File: src/rtl/fetch_unit_if.sv
// Fetch-stage port bundle: hazard-unit control, instruction-memory req/gnt/rvalid and the decode-facing head.
interface fetch_unit_if;
  logic        stall_i;
  logic        flush_i;
  logic [31:0] redirect_pc_i;
  logic        imem_req_o;
  logic [31:0] imem_addr_o;
  logic        imem_gnt_i;
  logic        imem_rvalid_i;
  logic [31:0] imem_rdata_i;
  logic        valid_o;
  logic [31:0] instr_o;
  logic [31:0] pc_o;

  modport master (
    input  stall_i, flush_i, redirect_pc_i, imem_gnt_i, imem_rvalid_i, imem_rdata_i,
    output imem_req_o, imem_addr_o, valid_o, instr_o, pc_o
  );

  modport slave (
    output stall_i, flush_i, redirect_pc_i, imem_gnt_i, imem_rvalid_i, imem_rdata_i,
    input  imem_req_o, imem_addr_o, valid_o, instr_o, pc_o
  );
endinterface

File: src/rtl/fetch_unit.sv
// RV32I fetch stage: PC owner, credit-limited imem requester, in-order fetch buffer; head visible 1 cycle after rvalid.
// Backpressure: stall_i holds the head while fetching continues until outstanding + buffered reaches FIFO_DEPTH.

module fetch_fifo #(
  parameter int WIDTH = 64,
  parameter int DEPTH = 4,
  localparam int AW = $clog2(DEPTH),
  localparam int CW = AW + 1
) (
  input  logic             clk_i,
  input  logic             rst_i,
  input  logic             clr_vld,
  input  logic             push_vld,
  input  logic [WIDTH-1:0] push_dat,
  input  logic             pop_vld,
  output logic [WIDTH-1:0] head_dat,
  output logic [CW-1:0]    count
);
  logic [WIDTH-1:0] mem [DEPTH];
  logic [AW-1:0]    wr_ptr;
  logic [AW-1:0]    rd_ptr;

  always_ff @(posedge clk_i) begin
    if (rst_i || clr_vld) begin
      wr_ptr <= '0;
      rd_ptr <= '0;
      count  <= '0;
    end else begin
      if (push_vld) wr_ptr <= wr_ptr + AW'(1);
      if (pop_vld)  rd_ptr <= rd_ptr + AW'(1);
      count <= count + CW'(push_vld) - CW'(pop_vld);
    end
  end

  always_ff @(posedge clk_i) begin
    if (push_vld) mem[wr_ptr] <= push_dat;
  end

  assign head_dat = mem[rd_ptr];
endmodule

module fetch_unit #(
  parameter logic [31:0] RESET_PC   = 32'h0000_0000,
  parameter int          FIFO_DEPTH = 4
) (
  input  logic         clk_i,
  input  logic         rst_i,
  fetch_unit_if.master bus
);
  localparam int          CW  = $clog2(FIFO_DEPTH) + 1;
  localparam logic [31:0] NOP = 32'h0000_0013;

  typedef struct packed {
    logic [31:0] pc;
    logic [31:0] instr;
  } fetch_ent_t;

  logic [31:0]   pc_q;
  logic [31:0]   resp_pc_q;
  logic [31:0]   redirect_pc;
  logic [CW-1:0] outstanding;
  logic [CW-1:0] drop_cnt;
  logic [CW-1:0] fifo_count;
  logic [CW:0]   credits_used;
  logic          req_vld;
  logic          gnt_fire;
  logic          rsp_vld;
  logic          push_vld;
  logic          pop_vld;
  logic          head_vld;
  fetch_ent_t    push_dat;
  fetch_ent_t    head_dat;

  assign redirect_pc  = bus.redirect_pc_i & ~32'h3;
  assign credits_used = {1'b0, outstanding} + {1'b0, fifo_count};
  assign req_vld      = !rst_i && !bus.flush_i && (credits_used < (CW+1)'(FIFO_DEPTH));
  assign gnt_fire     = req_vld && bus.imem_gnt_i;
  // A response with nothing outstanding is a protocol error and is ignored outright.
  assign rsp_vld      = bus.imem_rvalid_i && (outstanding != '0);
  assign push_vld     = rsp_vld && (drop_cnt == '0) && !bus.flush_i;
  assign head_vld     = (fifo_count != '0) && !rst_i;
  assign pop_vld      = head_vld && !bus.stall_i && !bus.flush_i;
  assign push_dat     = '{pc: resp_pc_q, instr: bus.imem_rdata_i};

  fetch_fifo #(
    .WIDTH ($bits(fetch_ent_t)),
    .DEPTH (FIFO_DEPTH)
  ) u_fifo (
    .clk_i    (clk_i),
    .rst_i    (rst_i),
    .clr_vld  (bus.flush_i),
    .push_vld (push_vld),
    .push_dat (push_dat),
    .pop_vld  (pop_vld),
    .head_dat (head_dat),
    .count    (fifo_count)
  );

  always_ff @(posedge clk_i) begin
    if (rst_i) begin
      pc_q        <= RESET_PC;
      resp_pc_q   <= RESET_PC;
      outstanding <= '0;
      drop_cnt    <= '0;
    end else begin
      // Stale requests stay counted until they return so the credit limit stays exact.
      outstanding <= outstanding + CW'(gnt_fire) - CW'(rsp_vld);
      if (bus.flush_i) begin
        pc_q      <= redirect_pc;
        resp_pc_q <= redirect_pc;
        drop_cnt  <= outstanding - CW'(rsp_vld);
      end else begin
        if (gnt_fire) pc_q <= pc_q + 32'd4;
        if (push_vld) resp_pc_q <= resp_pc_q + 32'd4;
        if (rsp_vld && (drop_cnt != '0)) drop_cnt <= drop_cnt - CW'(1);
      end
    end
  end

  assign bus.imem_req_o  = req_vld;
  assign bus.imem_addr_o = pc_q;
  assign bus.valid_o     = head_vld;
  assign bus.instr_o     = head_vld ? head_dat.instr : NOP;
  assign bus.pc_o        = head_vld ? head_dat.pc : 32'h0;
endmodule
File: src/flat_wrapper.sv
// flat-port wrapper written by rule: the top's interface ports become plain ports
module fetch_unit_flat 
#(
  parameter logic [31:0] RESET_PC   = 32'h0000_0000,
  parameter int          FIFO_DEPTH = 4
)
  (clk_i, rst_i, bus_stall_i, bus_flush_i, bus_redirect_pc_i, bus_imem_gnt_i, bus_imem_rvalid_i, bus_imem_rdata_i, bus_imem_req_o, bus_imem_addr_o, bus_valid_o, bus_instr_o, bus_pc_o);
  fetch_unit_if bus_i ();
  input  logic clk_i;
  input  logic rst_i;
  input wire logic [$bits(bus_i.stall_i)-1:0] bus_stall_i;
  input wire logic [$bits(bus_i.flush_i)-1:0] bus_flush_i;
  input wire logic [$bits(bus_i.redirect_pc_i)-1:0] bus_redirect_pc_i;
  input wire logic [$bits(bus_i.imem_gnt_i)-1:0] bus_imem_gnt_i;
  input wire logic [$bits(bus_i.imem_rvalid_i)-1:0] bus_imem_rvalid_i;
  input wire logic [$bits(bus_i.imem_rdata_i)-1:0] bus_imem_rdata_i;
  output wire logic [$bits(bus_i.imem_req_o)-1:0] bus_imem_req_o;
  output wire logic [$bits(bus_i.imem_addr_o)-1:0] bus_imem_addr_o;
  output wire logic [$bits(bus_i.valid_o)-1:0] bus_valid_o;
  output wire logic [$bits(bus_i.instr_o)-1:0] bus_instr_o;
  output wire logic [$bits(bus_i.pc_o)-1:0] bus_pc_o;
  assign bus_i.stall_i = bus_stall_i;
  assign bus_i.flush_i = bus_flush_i;
  assign bus_i.redirect_pc_i = bus_redirect_pc_i;
  assign bus_i.imem_gnt_i = bus_imem_gnt_i;
  assign bus_i.imem_rvalid_i = bus_imem_rvalid_i;
  assign bus_i.imem_rdata_i = bus_imem_rdata_i;
  assign bus_imem_req_o = bus_i.imem_req_o;
  assign bus_imem_addr_o = bus_i.imem_addr_o;
  assign bus_valid_o = bus_i.valid_o;
  assign bus_instr_o = bus_i.instr_o;
  assign bus_pc_o = bus_i.pc_o;
  fetch_unit #(.RESET_PC(RESET_PC), .FIFO_DEPTH(FIFO_DEPTH)) u_core (.clk_i(clk_i), .rst_i(rst_i), .bus(bus_i));
endmodule
File: config.mk
export PLATFORM = sky130hd
export DESIGN_NAME = fetch_unit_flat
export DESIGN_NICKNAME = d
export VERILOG_FILES = /design/src/rtl/fetch_unit_if.sv /design/src/rtl/fetch_unit.sv /design/src/flat_wrapper.sv
export SDC_FILE = /design/constraint.sdc
export NUM_CORES = 1
export LEC_CHECK = 0
export ABC_AREA = 1
export CAP_MARGIN = 5
export CORE_UTILIZATION = 45
export DETAILED_ROUTE_END_ITERATION = 8
export GPL_TIMING_DRIVEN = 0
export PLACE_DENSITY = 0.66
export SLEW_MARGIN = 20
export SYNTH_ARGS = -nofsm -noshare
export SYNTH_HDL_FRONTEND = slang
export SYNTH_SLANG_ARGS = --single-unit
File: constraint.sdc
create_clock -name clk_i -period 8.94 [get_ports clk_i]
set_clock_uncertainty 0.05 [all_clocks]
set_input_delay 0.894 -clock clk_i [delete_from_list [all_inputs] [get_ports clk_i]]
set_output_delay 0.894 -clock clk_i [all_outputs]
set_load 0.005 [all_outputs]
==> impl_metrics.yaml, run 1 <==
finish:
  instances_no_fill: 2187
  n_antenna_cell: 0
  finish.utilization_pct: 57.3
  fin_nets: 1846
  drive_gt1_share_pct: 6.39
  fin_area_mm2: 0.0181
  syn_to_final_growth_pct: 25.2
synth:
  synth-seq-cells: 323
  yosys-top-cells-area: "edfxtp_1, dfxtp_1, nor2_1, nand2_1, o21ai_0"
  ys_warn_count: 0
  netlist.area_leader.share_pct: 51.4
  syn_avg_cell_area_um2: 9.37
  syn_area_mm2: 0.0145
  ys.flop_type: "edfxtp_1"
  synth_edf_count: 248
  synth.largest_area_cell: "edfxtp_1"
  syn_inst: 1545
  synth_most_common_cell: "nor2_1"
  yosys-top-cells-count: "nor2_1, edfxtp_1, nand2_1"
  async_reset_ff_share_pct: 0
  synth_cell_types: 38
  synth-seq-area-share_pct: 61.8
timing:
  relSlewSlack_pct: 45.3
  slew_violations: 0
  hold_viol: 0
  fmax_mhz: 255
  worstMarginPinSlew_ns: 0.820
  tns_ns: 0
  fin_crit_ns: 3.92
  finalCritPeriodShare_pct: 43.8
  rsz0062_at_grt: "no"
  setup_viol: 0
critical_path:
  r2r-end: "u_core.u_fifo.count[2]"
  start_kind: "flip-flop"
  crit_path_cell_trace: "clkbuf_1 -> inv_2 -> clkbuf_1 -> nor2_1 -> o21ai_0 -> a21oi_1 -> clkdlybuf4s50_1"
  worstPathArrival_ns: 2.98
  cp.required_ns: 8.00
  end_kind: "output pin"
  max_stage_delay_ns: 0.57
  r2r-start: "u_core.drop_cnt[0]"
  crit_type: "flip-flop to output pin"
  regToRegSetupSlack_ns: 5.86
  path_common_cell: "clkbuf_1"
  reg2reg_depth: 14
  cp_max_fo: 10
  slowest_stage: "clkdlybuf4s50_1"
clock_tree:
  cts_htree_levels: 2
  cts.reportedPaths.clkPinSlew_ns: 0.06
  cts_resized: 0
  clockBufferDepth: 3
  cts_tree: "built"
  cts_setup_buffers: 0
  cts_buffers: 35
  cts_hold_buffers: 0
  clkLatencyLatePin_ns: 0.51
  cts-root-buf: "clkbuf_16"
  cts.sinks: 323
floorplan:
  dieWidth_um: 181
  design.core.area_mm2: 0.0316
  die_area_mm2: 0.0329
  top_level_ports: 168
  row_count: 65
  start_util_pct: 45.8
  die_h_um: 181
placement:
  place_congestion: 0.926
  dpl_cell_area_mm2: 0.0170
  dp.cells: 2123
  place.port_buffers: 160
  dp.final_hpwl_mm: 26.6
global_routing:
  grt_max_degree: 25
  antenna_found_initial: 0
  grt_pass1_vias: 11100
  grt_usage_pct: 23.8
  grt_pass1_wl_mm: 60.8
  gr-total-overflow: 0
power:
  switchingPower_mw: 0.844
  seqPwrFrac_pct: 49.5
  intPower_mw: 2.69
  power_density_mw_per_mm2: 195
  power_leakage_nw: 6.53
  p_clk_share_pct: 40.8
  netSwitchingFraction_pct: 23.9
  comb_power_share_pct: 9.6
  ir_drop_v: 0.000115
  p_total_mw: 3.54
route:
  first_iter_violations: 950
  drc: 0
  met2_length_mm: 18.1
  topRoutingLayerUsed: "met4"
  ant_nets: 0
  routedWlPerCell_um: 17.8
  vias_per_cell: 5.30
  drt-pass1-iter-count: 6
  vias: 11600
  met3WireLength_mm: 2.85
  drt-total-wl_mm: 39.0
  wl_met1_mm: 17.2
min_path:
  hp-class: "flip-flop to flip-flop"
  holdPathStages: 2
  holdPathEnd: "u_core.u_fifo.rd_ptr[0]"
  min_from: "u_core.u_fifo.rd_ptr[0]"
job:
  maxCapViolations: 0
outcome:
  status: "finished, final reports clean"
logic make-up after synthesis:
group | count (synthesis) | synth area share [%]
other | 1 | 0.0259
AO/OA/AOI/OAI | 294 | 10.5
AND/OR/NAND/NOR | 711 | 19.7
XOR/XNOR | 24 | 1.45
buffers and inverters | 174 | 4.88
flip-flops | 323 | 61.8
adder cells (fa/ha/maj) | 18 | 1.66
worst max-delay path: cells and delay by family (launching register included):
kind / cells / cell delay [ns]
AOI/OAI and AO/OA: 2 / 0.39
and+or+nand+nor: 1 / 0.16
DFF: 1 / 0.30
buffers and inverters: 4 / 1.60
worst max-delay path by stage:
stage	endpoint	slack, ns	startpoint	cells past startpoint
CTS	bus_pc_o[11]	4.99	flip-flop	7
global placement	u_core.u_fifo.mem[1][6]	1.52	bus_imem_rvalid_i	5
detailed placement	u_core.u_fifo.count[2]	4.96	bus_flush_i	11
finish	bus_pc_o[11]	5.02	flip-flop	7
floorplan	u_core.u_fifo.mem[0][0]	4.45	bus_imem_rvalid_i	4
global route	bus_pc_o[13]	4.87	flip-flop	7
placed cells by master, fill, tap and decap left out, types with 2 or more instances in the layout:
| cell type | n |
|---|---|
| nand3_1 | 60 |
| xnor2_1 | 8 |
| nor2_2 | 5 |
| clkinv_2 | 6 |
| clkbuf_1 | 43 |
| bufinv_16 | 4 |
| a31oi_1 | 11 |
| nand4_1 | 7 |
| buf_16 | 11 |
| nand3b_1 | 7 |
| o211ai_1 | 4 |
| nor2_4 | 6 |
| inv_1 | 99 |
| or2_2 | 2 |
| clkbuf_16 | 36 |
| inv_2 | 2 |
| nor2_1 | 369 |
| fa_1 | 2 |
| buf_4 | 5 |
| clkinv_1 | 13 |
| buf_12 | 2 |
| clkinv_4 | 2 |
| a21oi_1 | 111 |
| nand2_2 | 5 |
| xor2_1 | 16 |
| clkdlybuf4s50_1 | 160 |
| o21ai_0 | 161 |
| conb_1 | 4 |
| buf_2 | 21 |
| edfxtp_1 | 248 |
| nand2_1 | 244 |
| buf_1 | 2 |
| o311ai_0 | 3 |
| and2_1 | 3 |
| ha_1 | 16 |
| dfxtp_1 | 75 |
sequential cells by signal, indices dropped and copies added, names as in the netlist, named ones only:
name                    count
u_core.resp_pc_q           30
u_core.u_fifo.mem         248
u_core.u_fifo.count         3
u_core.bus.imem_addr_o     30
u_core.u_fifo.rd_ptr        2
u_core.drop_cnt             3
u_core.outstanding          3
u_core.u_fifo.wr_ptr        2
final cells by class:
cell class,count,area [um2]
plain buffers,71,319
inverters,103,388
repair buffers,173,1940
multi-input cells,1051,4870
clock buffers,38,918
clock inverters,26,240
well taps,402,503
flip-flops and latches,323,8950
fillers,2712,13500
power groups by stage:
stage / Clock (mW) / Sequential, mW / Combinational, mW
final: 1.44 / 1.75 / 0.341
after global routing: 1.52 / 1.76 / 0.383
after CTS: 1.47 / 1.75 / 0.340
after detailed placement: 0 / 1.78 / 0.338
after global placement: 0 / 1.79 / 0.312
after floorplan: 0 / 1.76 / 0.187
through the flow:
stage	hold WS, ns	setup WS (ns)
5_1_grt	0.434	4.87
2_1_floorplan	0.386	4.45
6_report	0.417	5.02
4_1_cts	0.420	4.99
3_5_place_dp	0.410	4.96
3_3_place_gp	0.399	1.52
layer usage:
metal	GRT usage, %	vias up
met1	32.8	5443
li1	-	5610
met3	3.45	64
met2	38.9	474
met4	7.42	0
met5	0	-
Note: power is estimated with default switching activity, not from simulation.
==> run 2, diff against run 1 <==
Settings changed: PLACE_DENSITY 0.66 to 0.69.
Clock period 8.94 ns to 3.2 ns, I/O delays scaled along.
==> run 2 against run 1 <==
Clock power grew to 2.6 times the previous value; register-to-register slack got worse by 5.6 ns; core utilization is 0.45 points lower; combinational power grew to 2.7 times the previous value; cell count shrank 0.27%; global-route usage decreased by 0.24 points; power grew to 2.7 times the previous value; via count up 0.51%; largest power group unchanged.
==> impl_metrics.yaml, run 2 (synthesis gave the netlist of run 1 again) <==
outcome:
  status: "finished, final reports clean"
timing:
  fin_crit_ns: 3.11
  finalCritPeriodShare_pct: 97.2
  slew_violations: 0
  worstMarginPinSlew_ns: 0.704
  relSlewSlack_pct: 52.9
  setup_viol: 0
  fmax_mhz: 322
  hold_viol: 0
critical_path:
  end_kind: "output pin"
  crit_family: "buffers and inverters"
  cp.required_ns: 2.83
  start_kind: "flip-flop"
  cp_max_fo: 10
  slowest_stage: "clkdlybuf4s50_1"
  max_stage_delay_ns: 0.57
  cp.buffers_inverters: 4
  cp.depth: 8
  worstPathArrival_ns: 2.74
  crit_path_cell_trace: "buf_2 -> clkbuf_4 -> clkbuf_4 -> nor2_1 -> nor2_1 -> o21ai_0 -> a21oi_1 -> clkdlybuf4s50_1"
  reg2reg_depth: 14
  crit_type: "flip-flop to output pin"
finish:
  fin_nets: 1842
  largest_register_ffs: 248
  fin_area_mm2: 0.0180
  final_common_cell: "nor2_1"
  drive_gt1_share_pct: 6.46
  instances_no_fill: 2181
  regMostFlops: "u_core.u_fifo.mem"
  fillCellCount: 2671
  final_cell_mix: "nor2_1, edfxtp_1, nand2_1"
  n_antenna_cell: 0
  syn_to_final_growth_pct: 24.2
power:
  power_density_mw_per_mm2: 535
  power_leakage_nw: 6.48
  switchingPower_mw: 2.32
  seqPwrFrac_pct: 50.9
  intPower_mw: 7.29
  netSwitchingFraction_pct: 24.2
  comb_power_share_pct: 9.7
  p_clk_share_pct: 39.4
  ir_drop_v: 0.000305
clock_tree:
  cts.reportedPaths.clkPinSlew_ns: 0.06
  cts_buffers: 34
  cts-root-buf: "clkbuf_16"
  clkLatencyLatePin_ns: 0.51
  cts.sinks: 323
  clockBufferDepth: 3
  cts_tree: "built"
  cts_htree_levels: 2
route:
  first_iter_violations: 844
  drt-total-wl_mm: 38.5
  vias: 11700
  vias_per_cell: 5.34
  routedWlPerCell_um: 17.6
  ant_nets: 0
  drt-pass1-iter-count: 5
  drc: 0
placement:
  dp.final_hpwl_mm: 26.6
  place.port_buffers: 160
  place_congestion: 0.923
  dp.cells: 2121
  dpl_cell_area_mm2: 0.0169
floorplan:
  die_area_mm2: 0.0329
  design.core.area_mm2: 0.0316
  row_count: 65
  dieWidth_um: 181
  die_h_um: 181
  start_util_pct: 45.8
  top_level_ports: 168
global_routing:
  grt_pass1_wl_mm: 60.6
  antenna_found_initial: 0
  gr-total-overflow: 0
  grt_usage_pct: 23.6
  grt_pass1_vias: 11100
  grt_max_degree: 25
job:
  maxCapViolations: 0
min_path:
  holdPathStages: 2
  hp-class: "input port to flip-flop"
-- run 2: cell count changes in the layout (fill, tap and decap cells not counted), sizes merged --
cell and change:
bufinv -2, clkdlybuf4s50 -1, clkinvlp +1, clkinv -6, inv -1, dlymetal6s2s +1
clkbuf +8, buf -6
-- run 2: final timing paths --
kind | start | end | slack [ns]
worst min-delay path | rst_i | u_core.resp_pc_q[23] | 0.15
worst min register to register | u_core.drop_cnt[1] | u_core.drop_cnt[1] | 0.42
worst max-delay path | flip-flop | bus_pc_o[11] | 0.09
worst max register to register | u_core.drop_cnt[0] | u_core.u_fifo.count[2] | 0.26
-- run 2: power groups by stage --
| stage | combinational [mW] | clock [mW] | sequential [mW] |
|---|---|---|---|
| detailed placement | 0.917 | 0 | 4.98 |
| global route | 1.05 | 4.00 | 4.91 |
| floorplan | 0.526 | 0 | 4.93 |
| global placement | 0.867 | 0 | 4.98 |
| CTS | 0.927 | 3.84 | 4.89 |
| finish | 0.929 | 3.79 | 4.89 |
-- run 2: through the flow --
step	TNS, ns	util, %	total power, mW	setup WS (ns)	hold slack, ns
after global routing	-0.00933	56.9	9.96	-0.00933	0.141
final	0	56.9	9.61	0.0903	0.150
after CTS	0	56.8	9.65	0.0131	0.113
after global placement	-433.93	52.5	5.85	-1.79	0.400
after detailed placement	-0.108	53.4	5.89	-0.108	0.405
after floorplan	-10.41	-	5.45	-0.0420	0.369
-- run 2: layout make-up --
| type | count | area [um2] | area share, % |
|---|---|---|---|
| inverter | 103 | 388 | 2.16 |
| clock inverter | 18 | 166 | 0.925 |
| multi-input combinational | 1051 | 4870 | 27.1 |
| tap | 402 | 503 | 2.80 |
| timing repair buffer | 171 | 1870 | 10.4 |
| buffer | 70 | 335 | 1.86 |
| clock buffer | 43 | 906 | 5.04 |
| sequential | 323 | 8950 | 49.8 |
-- run 2: repair_timing --
| item | 4_1_cts | 5_1_grt |
|---|---|---|
| buffers inserted | 0 | 0 |
| resized for setup | 2 | 17 |
| setup endpoints to repair | 14 | 30 |
| hold buffers | 0 | 0 |
-- run 2: metal layers --
| metal | wire [um] | GRT usage, % | share of wire [%] | up-vias |
|---|---|---|---|---|
| met2 | 17700 | 38.1 | 46 | 503 |
| met5 | 0 | 0 | 0 | - |
| met1 | 16800 | 32.6 | 44 | 5459 |
| met3 | 2910 | 3.61 | 7.6 | 77 |
| met4 | 1080 | 7.80 | 2.8 | 0 |
| li1 | - | - | - | 5611 |
==> run 3, diff against run 2 <==
Settings changed: CORE_UTILIZATION 45 to 40, PLACE_DENSITY 0.69 to unset.
==> run 3 against run 2 <==
Critical endpoint unchanged; setup slack improved by 0.052 ns; hold slack got worse by 0.039 ns; non-clock buffer count rose by 1; power fell by 0.17%; register-to-register slack got worse by 0.07 ns; maximum frequency rose by 1.7%.
==> impl_metrics.yaml, run 3 (synthesis gave the netlist of run 1 again) <==
outcome:
  status: "finished, final reports clean"
critical_path:
  worstPathArrival_ns: 2.69
  r2r-end: "u_core.u_fifo.count[2]"
  cp.required_ns: 2.83
  r2r-start: "u_core.drop_cnt[0]"
  cp_max_fo: 10
  crit_type: "flip-flop to output pin"
  reg2reg_depth: 14
  regToRegSetupSlack_ns: 0.19
  end_kind: "output pin"
  start_kind: "flip-flop"
floorplan:
  top_level_ports: 168
  die_h_um: 192
  die_area_mm2: 0.0370
  dieWidth_um: 192
  row_count: 69
  design.core.area_mm2: 0.0356
  start_util_pct: 40.7
power:
  intPower_mw: 7.29
  seqPwrFrac_pct: 51.0
  p_total_mw: 9.60
  power_density_mw_per_mm2: 531
  power_leakage_nw: 6.48
  ir_drop_v: 0.000339
  switchingPower_mw: 2.30
  p_clk_share_pct: 39.1
  comb_power_share_pct: 9.9
  netSwitchingFraction_pct: 24.0
timing:
  setup_viol: 0
  rsz0062_at_grt: "no"
  relSlewSlack_pct: 48.3
  setup_ws_ns: 0.142
  fmax_mhz: 327
  hold_viol: 0
  fin_crit_ns: 3.06
  worstMarginPinSlew_ns: 0.776
  slew_violations: 0
  finalCritPeriodShare_pct: 95.6
finish:
  drive_gt1_share_pct: 6.40
  multi_input_area_mm2: 0.00487
  fin_nets: 1845
  syn_to_final_growth_pct: 24.9
  n_antenna_cell: 0
  regMostFlops: "u_core.u_fifo.mem"
  seq_area_mm2: 0.00895
  final_cell_mix: "nor2_1, edfxtp_1, nand2_1"
  final_common_cell: "nor2_1"
  fillCellCount: 3257
  largest_register_ffs: 248
route:
  routedWlPerCell_um: 17.7
  vias_per_cell: 5.10
  drt-pass1-iter-count: 5
  vias: 11400
  ant_nets: 0
  drc: 0
  first_iter_violations: 845
  drt-total-wl_mm: 39.6
clock_tree:
  clkLatencyLatePin_ns: 0.52
  cts.reportedPaths.clkPinSlew_ns: 0.06
  cts_htree_levels: 2
  cts.sinks: 323
  cts_buffers: 36
  cts_setup_buffers: 0
  cts_tree: "built"
  clockBufferDepth: 3
  cts-root-buf: "clkbuf_16"
placement:
  place.port_buffers: 160
  dp.final_hpwl_mm: 27.6
  dp_slack_ns: -0.191
  place_congestion: 0.896
min_path:
  holdPathEnd: "u_core.resp_pc_q[23]"
  min_from: "rst_i"
  holdPathStages: 2
  hp-class: "input port to flip-flop"
global_routing:
  grt_usage_pct: 21.6
  grt_pass1_wl_mm: 61.2
  grt_pass1_vias: 11000
  grt_max_degree: 24
  antenna_found_initial: 0
  gr-total-overflow: 0
job:
  maxCapViolations: 0
==> run 3: worst max path at each step <==
| stage | startpoint | to | slack [ns] | depth (start not counted) |
|---|---|---|---|---|
| final | flip-flop | bus_pc_o[11] | 0.14 | 7 |
| after global routing | flip-flop | bus_pc_o[30] | 0.003 | 8 |
| after CTS | flip-flop | bus_instr_o[4] | 0.008 | 7 |
| after detailed placement | bus_flush_i | u_core.u_fifo.count[2] | -0.19 | 11 |
| after global placement | bus_imem_rvalid_i | u_core.u_fifo.mem[3][5] | -1.88 | 5 |
| after floorplan | u_core.drop_cnt[0] | u_core.u_fifo.mem[0][0] | -0.04 | 8 |
==> run 3: area by class of cell <==
cell class                      count  area share [%]
Buffer                             70            1.83
Tap cell                          461            3.19
Clock inverter                     15           0.457
Multi-Input combinational cell   1051            26.9
Clock buffer                       48            5.47
Timing Repair Buffer              172            10.5
Sequential cell                   323            49.5
Inverter                          103            2.15
==> run 3: per-layer routing <==
metal	vias to the layer above	global-route usage [%]	share of wire (%)
met3	64	2.76	7.1
met2	430	35.7	47
met1	5327	29.6	44
li1	5619	-	-
met4	0	6.69	2.3
met5	-	0	0
==> run 3: repair_timing <==
action	in CTS	in global routing
pin swaps	0	0
hold buffers	0	0
resized for setup	4	12
setup endpoints to repair	60	25
==> run 3: power by group through the flow <==
stage	sequential [mW]	combinational, mW	clock, mW
2_1_floorplan	4.93	0.526	0
3_3_place_gp	4.98	0.883	0
3_5_place_dp	4.98	0.946	0
4_1_cts	4.89	0.953	3.83
5_1_grt	4.92	1.07	3.98
6_report	4.90	0.947	3.75
==> run 3: stage by stage <==
step                instance area (um2)  hold slack (ns)  instances  utilization [%]  setup TNS, ns
finish                            18100            0.111       2243             50.8              0
global route                      18100            0.144       2243             50.8              0
detailed placement                17000            0.411       2181             47.8         -0.191
CTS                               18100           0.0875       2243             50.8              0
floorplan                         14500            0.369       1548                -         -10.41
global placement                  16700            0.398       2169             46.9        -453.44
==> run 3: critical path, cell delays in order (launching register included) <==
cell and delay [ns]:
dfxtp_1 0.29, buf_2 0.20, inv_2 0.17, buf_2 0.27, buf_2 0.29, o21ai_0 0.13
a21oi_1 0.27, clkdlybuf4s50_1 0.57
